File: config.mk
export PLATFORM = sky130hd
export DESIGN_NAME = fifo_wptr_gray
export DESIGN_NICKNAME = d
export VERILOG_FILES = /design/src/rtl/fifo_wptr_gray.sv
export SDC_FILE = /design/constraint.sdc
export NUM_CORES = 1
export LEC_CHECK = 0
export BUFFER_PORTS_ARGS = -buffer_cell sky130_fd_sc_hd__buf_2
export CAP_MARGIN = 20
export CORE_MARGIN = 2
export CORE_UTILIZATION = 50
export DETAILED_ROUTE_END_ITERATION = 8
export PLACE_DENSITY = 0.78
export SLEW_MARGIN = 30
export SYNTH_ARGS = -nofsm -noshare
export SYNTH_HDL_FRONTEND = slang
export SYNTH_SLANG_ARGS = --single-unit
File: constraint.sdc
create_clock -name clk -period 4.9 [get_ports clk]
set_input_delay 0.245 -clock clk [delete_from_list [all_inputs] [get_ports clk]]
set_output_delay 0.245 -clock clk [all_outputs]
set_load 0.005 [all_outputs]
File: src/rtl/fifo_wptr_gray.sv
// rtl/fifo_wptr_gray.sv - write-side binary/Gray pointer, read-pointer synchronizer and full flag
// Almost-full flag and write-side level are built only when ALMOST_FULL_EN is defined.
module fifo_wptr_gray #(
    parameter int DEPTH_SIZE = 4,
    parameter int AF_THRESH  = (1 << DEPTH_SIZE) - 2
) (
    input  logic                  clk,
    input  logic                  rst_n,
    input  logic                  wr_en,
    input  logic [DEPTH_SIZE:0]   rd_gray_async,
    output logic [DEPTH_SIZE-1:0] wr_addr,
    output logic [DEPTH_SIZE:0]   wr_gray,
    output logic                  full,
    output logic                  wr_ovf,
    output logic                  almost_full,
    output logic [DEPTH_SIZE:0]   wr_level
);
    localparam int D = DEPTH_SIZE;

    if (DEPTH_SIZE < 2) begin : g_bad_depth
        $error("fifo_wptr_gray: DEPTH_SIZE must be at least 2");
    end
    if ((AF_THRESH < 0) || (AF_THRESH > (1 << DEPTH_SIZE))) begin : g_bad_thresh
        $error("fifo_wptr_gray: AF_THRESH out of range");
    end

    logic [D:0] wr_bin;
    logic [D:0] rd_s1;
    logic [D:0] rd_s2;
    logic [D:0] bin_next;
    logic [D:0] gray_next;
    logic [D:0] full_gray;
    logic       wr_fire;

    assign wr_fire   = wr_en & ~full;
    assign bin_next  = wr_bin + {{D{1'b0}}, wr_fire};
    assign gray_next = bin_next ^ (bin_next >> 1);
    // The write pointer is a full lap ahead when only its top two Gray bits differ.
    assign full_gray = {~rd_s2[D:D-1], rd_s2[D-2:0]};
    assign wr_addr   = wr_bin[D-1:0];

    always_ff @(posedge clk or negedge rst_n) begin
        if (!rst_n) begin
            rd_s1 <= '0;
            rd_s2 <= '0;
        end else begin
            rd_s1 <= rd_gray_async;
            rd_s2 <= rd_s1;
        end
    end

    always_ff @(posedge clk or negedge rst_n) begin
        if (!rst_n) begin
            wr_bin  <= '0;
            wr_gray <= '0;
            full    <= 1'b0;
            wr_ovf  <= 1'b0;
        end else begin
            wr_bin  <= bin_next;
            wr_gray <= gray_next;
            full    <= (gray_next == full_gray);
            wr_ovf  <= wr_en & full;
        end
    end

`ifdef ALMOST_FULL_EN
    localparam logic [D:0] AF_LIMIT = (D + 1)'(AF_THRESH);

    logic [D:0] rd_bin;
    logic [D:0] level_next;

    // Each binary bit is the XOR of the Gray bits at and above it.
    always_comb begin
        rd_bin = '0;
        for (int i = 0; i <= D; i++) begin
            rd_bin[i] = ^(rd_s2 >> i);
        end
    end

    assign level_next = bin_next - rd_bin;

    always_ff @(posedge clk or negedge rst_n) begin
        if (!rst_n) begin
            wr_level    <= '0;
            almost_full <= 1'b0;
        end else begin
            wr_level    <= level_next;
            almost_full <= (level_next >= AF_LIMIT);
        end
    end
`else
    assign wr_level    = '0;
    assign almost_full = 1'b0;
`endif

endmodule

# After elaboration in Yosys (flattened, before gate mapping)
# Index checks and enable logic that the tools add are counted.
# Widths: inputs -> output; s select.
word_totals:
  regBits: 22
  input_bits: 8
  output_inout_bits: 17
  wordCells: 13
op_classes:
  addsub: 1
  n_eq_ne: 1
  bitwise: 5
ops:
  columns: ["cell", "count"]
  rows:
  - ["$add 5x1->5", 1]
  - ["$eq 5x5->1", 1]
  - ["$xor 5x4->5", 1]
  - ["$and 1x1->1", 2]
  - ["$not 2->2", 1]
  - ["$not 1->1", 1]

# Depth between registers and ports, before layout
depth:
  ltp_word: 5
  ltp_mapped: 7
  mapped_depth_nobuf: 7

# Worst setup path after synthesis
# Ideal clock, no wire load.
synth_timing:
  path_type: "register to register"
  startpoint: "reg full"
  endpoint: "reg full"
  setup_time_ps: 101
  t_arrival_ps: 1710
  required_time_ps: 4799
  path_slack_ps: 3089
  stages_incl_launch_ff: 8
  cell_sequence: "dfrtp_1 -> nor2b_1 -> ha_1 -> ha_1 -> xor2_1 -> xnor2_1 -> mux2i_1 -> nor4_1"
synth_via:
  elab_chain_cells: 5
synth_lines:
  columns: ["item", "line", "text"]
  rows:
  - ["start: declaration", "13", "output logic full,"]
  - ["start signal: assignment", "61", "full <= (gray_next == full_gray);"]
  - ["$not 1->1", "35", "assign wr_fire = wr_en & ~full;"]
  - ["$and 1x1->1", "35", null]
  - ["$add 5x1->5", "36", "assign bin_next = wr_bin + {{D{1'b0}}, wr_fire};"]
  - ["named net bin_next[2]", "30", "logic [D:0] bin_next;"]
  - ["$xor 5x4->5", "37", "assign gray_next = bin_next ^ (bin_next >> 1);"]
  - ["$eq 5x5->1", "61", null]
# The timed path passes the listed nets, and every way through them passes these cells.

# Worst setup path after layout
# Ends and elaborated chain as after synthesis.

==> summary.md <==
| Metric | Value |
|---|---|
| Post-CTS setup buffer count | 0 |
| DR pass1 iterations | 2 |
| Setup TNS | 0 ns |
| Gr usage total | 14.25% |
| Slowest cell on crit path | dfrtp_1 |
| Crit path kind | reg2reg |
| Worst-Skew Late Latency | 0.29 ns |
| CTS resizes | 0 |
| Area contributors post-synth | dfrtp_1 65%, xnor2_1 7.6%, xor2_1 6.5%, buf_4 5.5%, ha_1 3.1% |
| Library cells used by synthesis | 18 |
| Vias | 462 |
| PwrDens | 622.2 nW/µm² |
| Syn Std Cell Area | 812.0 µm² |
| Reg2reg setup slack | 2.85 ns |
| CP delay by family, top | adder cells |
| DRT iter0 DRCs | 2 |
| Synthesized flop and latch total | 21 |
| DRC | 0 |
| Initial Util | 53.90% |
| Final period util | 41.91% |
| CP startpoint kind | flip-flop |
| Final setup viols | 0 |
| Required time of the critical path | 5.08 ns |
| Slew Limit Fails | 0 |
| Area Overhead vs Synth | 14.79% |
| Clock Pin Slew Worst Setup and Hold Paths | 0.11 ns |
| Most frequent cells in the layout | 21 x dfrtp_1, 18 x buf_2, 7 x xnor2_1 |
| Num rows | 14 |
| Max FO, Critical Path | 5 |
| Largest net degree at the start of global routing | 22 |
| Synth warn | 0 |
| Final Util | 61.88% |
| CORE AREA | 1506 µm² |
| Bufs and invs on worst path | 0 |
| WL per Instance | 11.52 µm |
| Commonest non-fill, non-tap cell in the layout | dfrtp_1 |
| Worst Skew | 0.004421 ns |
| Global-route wire length before repair | 1952 µm |
| Hold Path Origin | rd_gray_async[0] |
| Number of I/O pins | 25 |
| Worst-path cell chain | nor2b_1 > ha_1 > ha_1 > xor2_1 > xnor2_1 > mux2i_1 > nor4_1 |
| Die Y | 44.30 µm |
| Nets | 89 |
| Remaining antenna violation count after routing | 0 |
| Worst reg2reg path depth | 7 |
| Critical path arrival | 2.24 ns |
| Sink Count | 21 |
| Critical Path End Type | flip-flop |
| Cts bufs inserted | 3 |
| DR vias/cell | 4.915 |
| Root buf cell | clkbuf_4 |
| Bufs on Longest Clock Path | 2 |
| # H-tree levels | 1 |
| Top cell type's share of synthesized area | 64.71% |
| Reg2reg end | full |
| Post-CTS Hold Fix Bufs | 1 |
| Leakage | 0.4613 nW |
| Die area | 1962 µm² |
| Hold Path Stages | 1 |
| Endpoint, Worst Hold | rd_s1[0] |
| Worst VDD drop | 0.0002676 V |
| GPL Wtd Cong | 0.7305 |
| Ant diodes | 0 |
| FMAX | 486.9 MHz |
| Final hold viol count | 0 |
| CP max stage delay | 0.41 ns |
| Die width | 44.30 µm |
| RSZ-0062 raised after global routing | false |
| GRT Residual Overflow | 0 |
| Initial antenna violation count | 0 |
| Outcome | completed |
| Min Tclk post-route | 2.054 ns |
| Sequential area share after synthesis | 64.71% |
| R2R Path Start | full |
| CTS tree | yes |
| Maxcap violations | 0 |
| Hpwl dp | 784.3 µm |
| Drt total wl | 1083 µm |
| Crit-path most repeated cell | ha_1 |
| Buffers on Ports | 18 |
| Vias in the first global route | 466 |
| Share of cells above drive strength 1 | 30.77% |
| Synth area leader | dfrtp_1 |
| Worst Hold Class | in2reg |
| Post-synthesis cell count | 56 |
| Post-Syn Area per Cell | 14.50 µm² |
[report_power, final]
group	internal (mW)	switching, mW	total (mW)
Sequential	0.223	0.0365	0.260
Combinational	0.125	0.118	0.243
Clock	0.0316	0.0455	0.0771
Total	0.380	0.200	0.580
[worst reg2reg max path: stages, from the launching register on]
cell and delay, ns:
dfrtp_1 0.41, nor2b_1 0.12, ha_1 0.23, ha_1 0.29, xor2_1 0.31, xnor2_1 0.18
mux2i_1 0.10, nor4_1 0.31
[metrics by stage]
| stage | power [mW] | cells | hold slack, ns | setup slack [ns] | instance area [µm²] |
|---|---|---|---|---|---|
| 2_1_floorplan | 0.4342 | 61 | -0.05059 | 3.089 | 830.8 |
| 3_3_place_gp | 0.4990 | 89 | 0.2148 | 2.951 | 895.9 |
| 3_5_place_dp | 0.5085 | 89 | 0.2168 | 2.887 | 895.9 |
| 4_1_cts | 0.5891 | 94 | 0.04439 | 2.818 | 932.1 |
| 5_1_grt | 0.6341 | 94 | 0.02976 | 2.675 | 932.1 |
| 6_report | 0.5800 | 94 | 0.05169 | 2.846 | 932.1 |
[cells in the mapped netlist]
library cell   n
ha_1           2
and3_2         1
nand3_1        1
xnor2_1        7
mux2i_1        1
conb_1         1
and2_1         2
dfrtp_1       21
xor2_1         6
a21boi_0       1
nand4_1        1
nor2_1         1
nor2b_1        1
o22ai_1        1
a21boi_2       1
nor4_1         1
xnor2_2        1
buf_4          6
[per-layer routing]
| metal | part of all wire (%) | wire length [µm] | up-vias | track usage [%] |
|---|---|---|---|---|
| li1 | - | - | 214 | - |
| met1 | 41 | 445 | 231 | 15.30 |
| met2 | 52 | 562 | 15 | 25.59 |
| met3 | 5.5 | 60 | 2 | 3.673 |
| met4 | 1.4 | 15 | 0 | 7.273 |
| met5 | 0 | 0 | - | 0 |
[logic make-up after synthesis]
logic type | Yosys count | share of synthesized area, %
xor+xnor | 14 | 16.03
simple gates | 8 | 5.856
mux | 1 | 1.233
compound gates | 3 | 3.082
buf+inv | 6 | 5.547
other cells | 1 | 0.4618
flops | 21 | 64.71
fa+ha+maj | 2 | 3.081
[registers in the layout (all words and copies together), names as in the netlist]
name     cells
full         1
wr_bin       5
rd_s2        5
wr_gray      4
wr_ovf       1
rd_s1        5
[worst max path at each step]
| stage | start | to | depth (start not counted) |
|---|---|---|---|
| 2_1_floorplan | full | full | 7 |
| 3_3_place_gp | full | full | 7 |
| 3_5_place_dp | full | full | 7 |
| 4_1_cts | full | full | 7 |
| 5_1_grt | full | full | 7 |
| 6_report | full | full | 7 |
[cell type report]
class                           instances  area [µm²]
Fill cell                             115       574.3
Timing Repair Buffer                   19       100.1
Clock buffer                            4       26.28
Tap cell                               16       20.02
Sequential cell                        21       525.5
Multi-Input combinational cell         34       260.3
Power figures use the tool's default switching activity.
